--- src/rtl/ac97_pkg.sv ---
// ---------------------------------------------------------------------------
// ac97_pkg
// Shared definitions for the AC'97 codec-side responder: the frame layout
// (slot start/end bit indices), input/output tag bit positions, the codec
// register indices with special behaviour, and the default register values.
// Optional build macro used by the responder: AC97_SYNC_CHECK_EN.
// ---------------------------------------------------------------------------
package ac97_pkg;

   // One AC'97 data slot (slots 1-12 are 20 bits wide).
   typedef logic [19:0] slot_t;

   // Bit position within a 256-bit frame.
   typedef logic [7:0] bit_idx_t;

   // Link tracking state: no frame seen yet, or a frame is being counted.
   typedef enum logic {
      LINK_IDLE,
      LINK_OPEN
   } link_state_t;

   // Frame layout, as bit indices counted from the SYNC rising edge.
   localparam bit_idx_t TAG_START   = 8'd0;
   localparam bit_idx_t TAG_END     = 8'd15;
   localparam bit_idx_t SLOT1_START = 8'd16;
   localparam bit_idx_t SLOT1_END   = 8'd35;
   localparam bit_idx_t SLOT2_START = 8'd36;
   localparam bit_idx_t SLOT2_END   = 8'd55;
   localparam bit_idx_t SLOT3_START = 8'd56;
   localparam bit_idx_t SLOT3_END   = 8'd75;
   localparam bit_idx_t SLOT4_START = 8'd76;
   localparam bit_idx_t SLOT4_END   = 8'd95;
   localparam bit_idx_t FRAME_LAST  = 8'd255;

   // Tag bit positions (same meaning in both directions).
   localparam int TAG_FRAME_VALID = 15;
   localparam int TAG_SLOT1_VALID = 14;
   localparam int TAG_SLOT2_VALID = 13;
   localparam int TAG_SLOT3_VALID = 12;
   localparam int TAG_SLOT4_VALID = 11;

   // Register indices are the 7-bit AC'97 address shifted right by one:
   // 0x00 reset/ID, 0x26 power status, 0x7C vendor ID.
   localparam logic [5:0] REG_RESET  = 6'h00;
   localparam logic [5:0] REG_POWER  = 6'h13;
   localparam logic [5:0] REG_VENDOR = 6'h3E;

   // Nominal SYNC high time in bit clocks.
   localparam int SYNC_HIGH_CYCLES = 16;

   // Power-on / soft-reset contents of a codec register.
   function automatic logic [15:0] reg_default(input logic [5:0]  idx,
                                               input logic [15:0] vendor_id,
                                               input logic [15:0] pwr_status);
      case (idx)
         REG_RESET, REG_VENDOR: return vendor_id;
         REG_POWER:             return pwr_status;
         default:               return 16'h0000;
      endcase
   endfunction

endpackage

--- src/rtl/ac97_codec_responder_if.sv ---
// ---------------------------------------------------------------------------
// ac97_codec_responder_if
// The three serial AC'97 link wires between controller and codec.
//   SYNC      : frame sync, driven by the controller
//   SDATA_OUT : controller -> codec serial data, MSB first
//   SDATA_IN  : codec -> controller serial data, MSB first
// Modports: master = controller side, slave = codec side.
// ---------------------------------------------------------------------------
interface ac97_codec_responder_if;
   logic SYNC;
   logic SDATA_OUT;
   logic SDATA_IN;

   modport master (
      output SYNC,
      output SDATA_OUT,
      input  SDATA_IN
   );

   modport slave (
      input  SYNC,
      input  SDATA_OUT,
      output SDATA_IN
   );
endinterface

--- src/rtl/ac97_regfile.sv ---
// ---------------------------------------------------------------------------
// ac97_regfile
// 64 x 16 codec register file indexed by (AC'97 address >> 1).
//   clock, reset_n : bit clock, asynchronous active-low reset
//   wr_en          : commit wr_data to wr_idx this edge
//   wr_idx/wr_data : write port; index 0 restores every default,
//                    the power-status and vendor-ID registers are read-only
//   rd_idx/rd_data : combinational read port
// ---------------------------------------------------------------------------
module ac97_regfile
   import ac97_pkg::*;
#(
   parameter logic [15:0] VENDOR_ID  = 16'h4E53,
   parameter logic [15:0] PWR_STATUS = 16'h000F
) (
   input  logic        clock,
   input  logic        reset_n,
   input  logic        wr_en,
   input  logic [5:0]  wr_idx,
   input  logic [15:0] wr_data,
   input  logic [5:0]  rd_idx,
   output logic [15:0] rd_data
);

   logic [15:0] regs [64];

   // Storage: reset (hard or via a write to index 0) reloads the defaults;
   // the read-only registers simply never take a write so they keep theirs.
   always_ff @(posedge clock or negedge reset_n) begin
      if (!reset_n) begin
         for (int i = 0; i < 64; i++) begin
            regs[i] <= reg_default(6'(i), VENDOR_ID, PWR_STATUS);
         end
      end else if (wr_en) begin
         if (wr_idx == REG_RESET) begin
            for (int i = 0; i < 64; i++) begin
               regs[i] <= reg_default(6'(i), VENDOR_ID, PWR_STATUS);
            end
         end else if (wr_idx != REG_POWER && wr_idx != REG_VENDOR) begin
            regs[wr_idx] <= wr_data;
         end
      end
   end

   assign rd_data = regs[rd_idx];

endmodule

--- src/rtl/ac97_codec_responder.sv ---
// ---------------------------------------------------------------------------
// ac97_codec_responder
// Codec-side AC'97 responder standing in for an LM4550. Decodes the
// controller's frames, holds the codec register file, answers register
// reads one frame later and loops DAC samples back as ADC samples.
//   clock       : BIT_CLK, rising edge only
//   reset_n     : asynchronous active-low reset
//   link        : SYNC / SDATA_OUT in, SDATA_IN out (slave modport)
//   dac_left    : last slot-3 sample received
//   dac_right   : last slot-4 sample received
//   dac_valid   : one-cycle pulse when dac_left/right update
//   codec_ready : codec-ready tag bit, set after READY_FRAMES frames
//   sync_err    : sticky SYNC framing error
// Build macro: AC97_SYNC_CHECK_EN enables the SYNC framing checker; without
// it sync_err is tied low.
// ---------------------------------------------------------------------------
module ac97_codec_responder
   import ac97_pkg::*;
#(
   parameter int          READY_FRAMES = 4,
   parameter logic [15:0] VENDOR_ID    = 16'h4E53,
   parameter logic [15:0] PWR_STATUS   = 16'h000F
) (
   input  logic                    clock,
   input  logic                    reset_n,
   ac97_codec_responder_if.slave   link,
   output logic [19:0]             dac_left,
   output logic [19:0]             dac_right,
   output logic                    dac_valid,
   output logic                    codec_ready,
   output logic                    sync_err
);

   localparam int CNT_W = (READY_FRAMES < 1) ? 1 : $clog2(READY_FRAMES + 1);

   link_state_t  state, state_next;
   logic         sync_prev;
   logic         sync_rise;
   bit_idx_t     bit_idx;
   bit_idx_t     cur_idx;
   logic         frame_active;

   logic [18:0]  in_shift;
   slot_t        in_next;
   logic [15:11] in_tag;
   logic [7:0]   in_cmd;
   slot_t        in_slot3;

   logic         wr_fire;
   logic         rd_fire;
   logic         dac_fire;
   logic [15:0]  reg_rd_data;

   logic         rd_pending;
   logic [6:0]   rd_addr;
   logic [15:0]  rd_data_q;
   logic         lb_valid;

   logic [15:0]  out_tag;
   logic [95:0]  out_frame;
   logic [95:0]  out_shift;
   logic [CNT_W-1:0] frame_cnt;

   // Link state register: remembers the previous SYNC sample and the index
   // of the bit sampled on the last edge.
   always_ff @(posedge clock or negedge reset_n) begin
      if (!reset_n) begin
         state     <= LINK_IDLE;
         sync_prev <= 1'b0;
         bit_idx   <= '0;
      end else begin
         state     <= state_next;
         sync_prev <= link.SYNC;
         bit_idx   <= cur_idx;
      end
   end

   // Works out which frame bit is being sampled on this edge. A SYNC rising
   // edge always restarts at 0, which also discards any partial frame;
   // otherwise an open frame just counts on and wraps 255 -> 0 free-running.
   always_comb begin
      sync_rise    = link.SYNC & ~sync_prev;
      state_next   = state;
      cur_idx      = '0;
      frame_active = 1'b0;
      case (state)
         LINK_IDLE: begin
            if (sync_rise) begin
               state_next   = LINK_OPEN;
               frame_active = 1'b1;
            end
         end
         LINK_OPEN: begin
            frame_active = 1'b1;
            cur_idx      = sync_rise ? 8'd0 : bit_idx + 8'd1;
         end
         default: state_next = LINK_IDLE;
      endcase
   end

   // The incoming bit is appended to the last 19 bits so each slot can be
   // acted on in the very edge its final bit arrives.
   assign in_next = {in_shift, link.SDATA_OUT};

   // Command decode, all evaluated on the edge of the last bit of the slot
   // that completes the command.
   assign wr_fire  = frame_active && cur_idx == SLOT2_END
                     && in_tag[TAG_FRAME_VALID] && in_tag[TAG_SLOT1_VALID]
                     && in_tag[TAG_SLOT2_VALID] && !in_cmd[7];
   assign rd_fire  = frame_active && cur_idx == SLOT2_END
                     && in_tag[TAG_FRAME_VALID] && in_tag[TAG_SLOT1_VALID]
                     && in_cmd[7];
   assign dac_fire = frame_active && cur_idx == SLOT4_END
                     && in_tag[TAG_SLOT3_VALID] && in_tag[TAG_SLOT4_VALID];

   // Input capture: keep only the tag valid bits, the slot-1 R/W bit and
   // address, and slot 3 until slot 4 completes.
   always_ff @(posedge clock or negedge reset_n) begin
      if (!reset_n) begin
         in_shift <= '0;
         in_tag   <= '0;
         in_cmd   <= '0;
         in_slot3 <= '0;
      end else begin
         in_shift <= in_next[18:0];
         if (frame_active && cur_idx == TAG_END) begin
            in_tag <= in_next[15:11];
         end
         if (frame_active && cur_idx == SLOT1_END) begin
            in_cmd <= in_next[19:12];
         end
         if (frame_active && cur_idx == SLOT3_END) begin
            in_slot3 <= in_next;
         end
      end
   end

   ac97_regfile #(
      .VENDOR_ID  (VENDOR_ID),
      .PWR_STATUS (PWR_STATUS)
   ) u_regfile (
      .clock   (clock),
      .reset_n (reset_n),
      .wr_en   (wr_fire),
      .wr_idx  (in_cmd[6:1]),
      .wr_data (in_next[19:4]),
      .rd_idx  (in_cmd[6:1]),
      .rd_data (reg_rd_data)
   );

   // Pending read response and loopback flag. Both are consumed when the
   // next output frame is assembled at index 0, so each goes out once.
   always_ff @(posedge clock or negedge reset_n) begin
      if (!reset_n) begin
         rd_pending <= 1'b0;
         rd_addr    <= '0;
         rd_data_q  <= '0;
         lb_valid   <= 1'b0;
      end else begin
         if (frame_active && cur_idx == TAG_START) begin
            rd_pending <= 1'b0;
            lb_valid   <= 1'b0;
         end
         if (rd_fire) begin
            rd_pending <= 1'b1;
            rd_addr    <= in_cmd[6:0];
            rd_data_q  <= reg_rd_data;
         end
         if (dac_fire) begin
            lb_valid <= 1'b1;
         end
      end
   end

   // DAC outputs double as the loopback buffer for the next frame's slots.
   always_ff @(posedge clock or negedge reset_n) begin
      if (!reset_n) begin
         dac_left  <= '0;
         dac_right <= '0;
         dac_valid <= 1'b0;
      end else begin
         dac_valid <= dac_fire;
         if (dac_fire) begin
            dac_left  <= in_slot3;
            dac_right <= in_next;
         end
      end
   end

   // Output frame image (tag and slots 1-4); slots 5-12 are zero.
   always_comb begin
      out_tag                  = '0;
      out_tag[TAG_FRAME_VALID] = codec_ready;
      out_tag[TAG_SLOT1_VALID] = rd_pending;
      out_tag[TAG_SLOT2_VALID] = rd_pending;
      out_tag[TAG_SLOT3_VALID] = lb_valid;
      out_tag[TAG_SLOT4_VALID] = lb_valid;
      out_frame = {out_tag,
                   rd_pending ? {1'b0, rd_addr, 12'h000} : 20'h00000,
                   rd_pending ? {rd_data_q, 4'h0}        : 20'h00000,
                   lb_valid   ? dac_left                 : 20'h00000,
                   lb_valid   ? dac_right                : 20'h00000};
   end

   // Serialiser: at index 0 the frame image is loaded and its MSB goes out
   // immediately, giving a fixed one-bit lag behind the input stream.
   always_ff @(posedge clock or negedge reset_n) begin
      if (!reset_n) begin
         link.SDATA_IN <= 1'b0;
         out_shift     <= '0;
      end else if (frame_active && cur_idx == TAG_START) begin
         link.SDATA_IN <= out_frame[95];
         out_shift     <= {out_frame[94:0], 1'b0};
      end else if (frame_active) begin
         link.SDATA_IN <= out_shift[95];
         out_shift     <= {out_shift[94:0], 1'b0};
      end else begin
         link.SDATA_IN <= 1'b0;
      end
   end

   // Codec-ready: count frames reaching index 255 until enough have passed,
   // then hold ready until the next reset.
   always_ff @(posedge clock or negedge reset_n) begin
      if (!reset_n) begin
         frame_cnt   <= '0;
         codec_ready <= 1'b0;
      end else if (frame_active && cur_idx == FRAME_LAST && !codec_ready) begin
         frame_cnt <= frame_cnt + 1'b1;
         if (frame_cnt == CNT_W'(READY_FRAMES - 1)) begin
            codec_ready <= 1'b1;
         end
      end
   end

`ifdef AC97_SYNC_CHECK_EN
   logic [4:0] sync_high_cnt;

   // SYNC framing checker: flags a rising edge anywhere but the wrap to
   // index 0 of an open frame, and any high pulse not exactly 16 clocks.
   always_ff @(posedge clock or negedge reset_n) begin
      if (!reset_n) begin
         sync_high_cnt <= '0;
         sync_err      <= 1'b0;
      end else begin
         if (sync_rise) begin
            sync_high_cnt <= 5'd1;
         end else if (link.SYNC && sync_high_cnt != 5'h1F) begin
            sync_high_cnt <= sync_high_cnt + 5'd1;
         end
         if (sync_rise && state == LINK_OPEN && bit_idx != FRAME_LAST) begin
            sync_err <= 1'b1;
         end
         if (!link.SYNC && sync_prev && sync_high_cnt != 5'(SYNC_HIGH_CYCLES)) begin
            sync_err <= 1'b1;
         end
      end
   end
`else
   assign sync_err = 1'b0;
`endif

endmodule

--- src/flat_wrapper.sv ---
// flat-port wrapper written by rule: the top's interface ports become plain ports
module ac97_codec_responder_flat import ac97_pkg::*;
#(
   parameter int          READY_FRAMES = 4,
   parameter logic [15:0] VENDOR_ID    = 16'h4E53,
   parameter logic [15:0] PWR_STATUS   = 16'h000F
)
  (clock, reset_n, dac_left, dac_right, dac_valid, codec_ready, sync_err, link_SYNC, link_SDATA_OUT, link_SDATA_IN);
  ac97_codec_responder_if link_i ();
  input  logic clock;
  input  logic reset_n;
  output logic [19:0] dac_left;
  output logic [19:0] dac_right;
  output logic dac_valid;
  output logic codec_ready;
  output logic sync_err;
  input wire logic [$bits(link_i.SYNC)-1:0] link_SYNC;
  input wire logic [$bits(link_i.SDATA_OUT)-1:0] link_SDATA_OUT;
  output wire logic [$bits(link_i.SDATA_IN)-1:0] link_SDATA_IN;
  assign link_i.SYNC = link_SYNC;
  assign link_i.SDATA_OUT = link_SDATA_OUT;
  assign link_SDATA_IN = link_i.SDATA_IN;
  ac97_codec_responder #(.READY_FRAMES(READY_FRAMES), .VENDOR_ID(VENDOR_ID), .PWR_STATUS(PWR_STATUS)) u_core (.clock(clock), .reset_n(reset_n), .link(link_i), .dac_left(dac_left), .dac_right(dac_right), .dac_valid(dac_valid), .codec_ready(codec_ready), .sync_err(sync_err));
endmodule
--- config.mk ---
export PLATFORM = sky130hd
export DESIGN_NAME = ac97_codec_responder_flat
export DESIGN_NICKNAME = d
export VERILOG_FILES = /design/src/rtl/ac97_pkg.sv /design/src/rtl/ac97_codec_responder_if.sv /design/src/rtl/ac97_regfile.sv /design/src/rtl/ac97_codec_responder.sv /design/src/flat_wrapper.sv
export SDC_FILE = /design/constraint.sdc
export NUM_CORES = 2
export LEC_CHECK = 0
export BUFFER_PORTS_ARGS = -buffer_cell sky130_fd_sc_hd__buf_2
export CORE_UTILIZATION = 43
export CTS_BUF_LIST = sky130_fd_sc_hd__clkbuf_8
export DETAILED_ROUTE_END_ITERATION = 6
export PLACE_DENSITY = 0.57
export SLEW_MARGIN = 0
export SYNTH_ARGS = -nofsm -noshare
export SYNTH_HDL_FRONTEND = slang
export SYNTH_SLANG_ARGS = --single-unit
--- constraint.sdc ---
create_clock -name clock -period 6.64 [get_ports clock]
set_input_delay 1.66 -clock clock [delete_from_list [all_inputs] [get_ports clock]]
set_output_delay 1.66 -clock clock [all_outputs]
set_load 0.05 [all_outputs]
==> key figures <==
Synth
  – Synth top area share: 54.8%
  – Proportion of synthesized chip area in sequential cells: 55.7%
  – Net Count, Synth: 5,345
  – Synthesized area: 56,300 um2
  – Commonest register cell after synthesis: sky130_fd_sc_hd__dfrtp_1
  – Count of flip-flops with a built-in enable after synthesis: 0
  – Cell type with the largest total area after synthesis: sky130_fd_sc_hd__dfrtp_1
  – Cell count after synthesis: 5,338
  – Count of unique library cells instantiated by Yosys: 85
  – Count of yosys warnings during synthesis: 0
  – Syn Area/Cell: approximately 11 um2
  – Cell types occupying the most area after synthesis: sky130_fd_sc_hd__dfrtp_1 (55%), sky130_fd_sc_hd__o21ai_1 (13%), sky130_fd_sc_hd__mux4_2 (4.6%)
  – FF+latch count, synth: 1,252
  – Async set or reset register ratio after synthesis: 100%

STA
  – Measured slew at the worst slew-check pin: between 1 and 1.5 ns
  – Clk_skew: 0.0636 ns
  – Final setup margin: 2.25 ns
  – TNS Setup: 0 ns
  – Fin crit share: 66.1%
  – Final Setup Violations: 0
  – Max Freq: approximately 230 MHz
  – Final-report max-slew violation count: 0
  – Max transition margin: a little over a tenth
  – Tmin final: 4.39 ns
  – Hold violation total from the final report: 0
  – Setup repair after global routing missed its margin: false

Global route
  – Overall Global Routing Usage: approximately a third
  – Via count of the first global-routing pass: 45,600
  – Pin count of the biggest net entering global routing: 161
  – Total grt overflow: 0
  – Wire length of the first global-routing pass: 316 mm
  – Number of antenna violations at the first check in global routing: 6

Placement
  – Pre-CTS worst setup slack: 1.66 ns
  – Half-perimeter wire length after detailed placement: 122 mm
  – Placed instance count: 6,746
  – Routability cong.: 0.940
  – Buffers added on ports: 46

Clock network
  – Setup Buffers After CTS: 0
  – Number of buffers on the longest clock path: 3
  – Hold buffer count at CTS: 0
  – Total number of clock tree sinks: 1,252
  – Clock transition time at the flip-flop clock pins of the worst setup and hold paths: 0.06 ns
  – Clock tree from TritonCTS: built
  – Root buf cell: sky130_fd_sc_hd__clkbuf_8
  – Clk Latency, worst-skew pair: roughly 0.97 ns
  – Clock buffer count from CTS: 209
  – Number of H-tree levels: 4
  – Total of cells resized after clock tree synthesis: 0

Route
  – Total via count after detailed routing: 46,400
  – 1st-iter DRT viols: between 5,000 and 6,000
  – DR vias/cell: roughly 6.5
  – DRC violation count after routing: 0
  – Average wire length per cell after detail routing: 29.9 um
  – Routed Antenna Nets: 0
  – Number of iterations in the first detailed-routing pass: 6
  – Total wirelength of the detailed-routed design: 213 mm

Power
  – Clock Power Share: 44.6%
  – VDD IR max: 0.146 mV
  – Internal power: roughly 0.012 W
  – P_sw: 0.00407 W
  – Power per standard cell area: 258 nW/um2
  – Sw Share: 25.2%
  – Leak pwr: approximately 26 nW
  – Sequential share of power: 49.8%
  – Comb power frac: 5.6%

Worst setup path
  – Critical path class: reg2reg
  – Worst Setup End Kind: register
  – Required time worst endpoint: around 7.5 ns
  – Worst Path Arrival: 5.26 ns
  – Critical path fanouts, max: 40
  – CP startpoint kind: register

Finish
  – Multi-input combinational cell area: roughly 23,000 um2
  – Share of cells above drive strength 1: 16.6%
  – Count of fill cells added during filler insertion: roughly 12,000
  – Area growth from synthesis to layout: 11.0%
  – Net count, final: 5,222
  – Flip-flop and latch area: roughly 31,000 um2
  – Non-filler instance count after layout: 7,131

Outcome
  – Result of the run: finished clean

Floorplanning
  – Height of the chip: 364 um
  – Top-Level Pins: between 40 and 50
  – Area of the core: approximately 130,000 um2
  – Die Area: 132,000 um2
  – Number of placement rows: 132
  – Starting density of the core: between 40% and 50%
  – Die Wd: 364 um

Job
  – Number of max-cap violations: 0

Hold path
  – Hold WC Path Type: reg2reg
-- routing by layer --
metal | up-vias | track usage [%] | share of wire [%]
met2 | 2534 | 47.6 | 44
met3 | 584 | 8.78 | 10
li1 | 19500 | - | -
met4 | 2 | 17.4 | 5.7
met5 | - | 0 | 0.023
met1 | 23800 | 43.2 | 40
-- Yosys cell counts, drive strengths merged, types with 31 or more instances --
cell and n:
a22oi 87, mux2 167, mux4 114, nand2 417, nor2 89, a221oi 155, dfrtp 1232, nor2b 36
buf 149, a22o 95, o21ai 1912, mux2i 61, o22ai 32, inv 41, clkbuf 383, nand3 31
nor3 41, a21oi 40
-- cell usage in the layout, fill, tap and decap left out, drive strengths merged, types with 9 or more instances in the layout --
cell type,n
o22ai,32
nand3,31
nor3,41
buf,198
inv,114
a221o,14
o21ai,1912
nor4b,9
nand4,16
nor2b,36
a32oi,9
a21oi,40
or2,26
dfstp,20
a22o,95
mux2,167
and3,13
mux4,114
mux2i,61
and2,9
clkbuf,279
a22oi,87
a211oi,10
nor2,89
dfrtp,1232
clkinv,24
nand2,417
a221oi,155
-- state kept, by name, indices dropped and copies added, names as in the netlist, 3 cells and up --
name,count
u_core.bit_idx,8
u_core.in_tag,5
u_core.u_regfile.regs,1024
u_core.dac_left,20
u_core.rd_data_q,16
u_core.in_shift,19
u_core.dac_right,20
u_core.rd_addr,7
u_core.in_cmd,8
u_core.frame_cnt,3
u_core.in_slot3,20
u_core.out_shift,95
-- cells by family after synthesis --
kind of cell	Yosys count	share of synthesized area [%]
flip-flops	1252	55.7
AND/OR/NAND/NOR	729	6.08
XOR/XNOR	7	0.109
multiplexers	342	9.25
AO/OA/AOI/OAI	2431	24.5
buffers and inverters	573	4.22
other	1	0.00666
adder cells (fa/ha/maj)	3	0.0667
-- critical path, cell delays in order (launching register included) --
cell and delay (ns):
sky130_fd_sc_hd__dfrtp_4 0.95, sky130_fd_sc_hd__buf_4 0.46, sky130_fd_sc_hd__nor2b_2 0.08, sky130_fd_sc_hd__a2bb2oi_1 0.24
sky130_fd_sc_hd__o2111a_2 0.51, sky130_fd_sc_hd__buf_4 0.39, sky130_fd_sc_hd__nand3_1 0.55, sky130_fd_sc_hd__or2_0 0.76
sky130_fd_sc_hd__o21ai_1 0.29
-- path summary, 6_finish.rpt --
| kind | end | slack (ns) | startpoint | cells after the start |
|---|---|---|---|---|
| max | u_core.u_regfile.regs[986] | 2.25 | u_core.in_cmd[3] | 8 |
| min | u_core.in_shift[3] | 0.40 | u_core.in_shift[2] | 0 |
| max reg2reg | u_core.u_regfile.regs[986] | 2.25 | u_core.in_cmd[3] | 8 |
| max in group asynchronous | u_core.u_regfile.regs[173] | 4.53 | reset_n | 2 |
| min reg2reg | u_core.in_shift[3] | 0.40 | u_core.in_shift[2] | 0 |
| min in group asynchronous | u_core.dac_left[8] | 0.69 | reset_n | 1 |
-- cell type report --
cell class	instances	area share, %
sequential	1252	50.2
multi-input combinational	3513	36.3
clock buffer	279	6.15
tap	1742	3.49
timing repair buffer	198	2.62
clock inverter	104	0.952
inverter	41	0.246
antenna	2	0.00801
-- power groups by stage --
stage | registers [W] | logic, W | clock network [W]
2_1_floorplan | 0.00811 | 0.000547 | 0
3_3_place_gp | 0.00815 | 0.000895 | 0
3_5_place_dp | 0.00816 | 0.000910 | 0
4_1_cts | 0.00802 | 0.000912 | 0.00729
5_1_grt | 0.00805 | 0.00100 | 0.00763
6_report | 0.00802 | 0.000903 | 0.00719
-- metrics by stage --
step	total power (W)	utilization (%)	hold slack (ns)	area (um2)
after floorplan	0.00866	-	0.352	56300
after global placement	0.00905	44.7	0.399	58000
after detailed placement	0.00907	44.7	0.387	58000
after CTS	0.0162	48.2	0.401	62400
after global routing	0.0167	48.2	0.423	62500
final	0.0161	48.2	0.405	62500
Note: power is estimated with default switching activity, not from simulation.
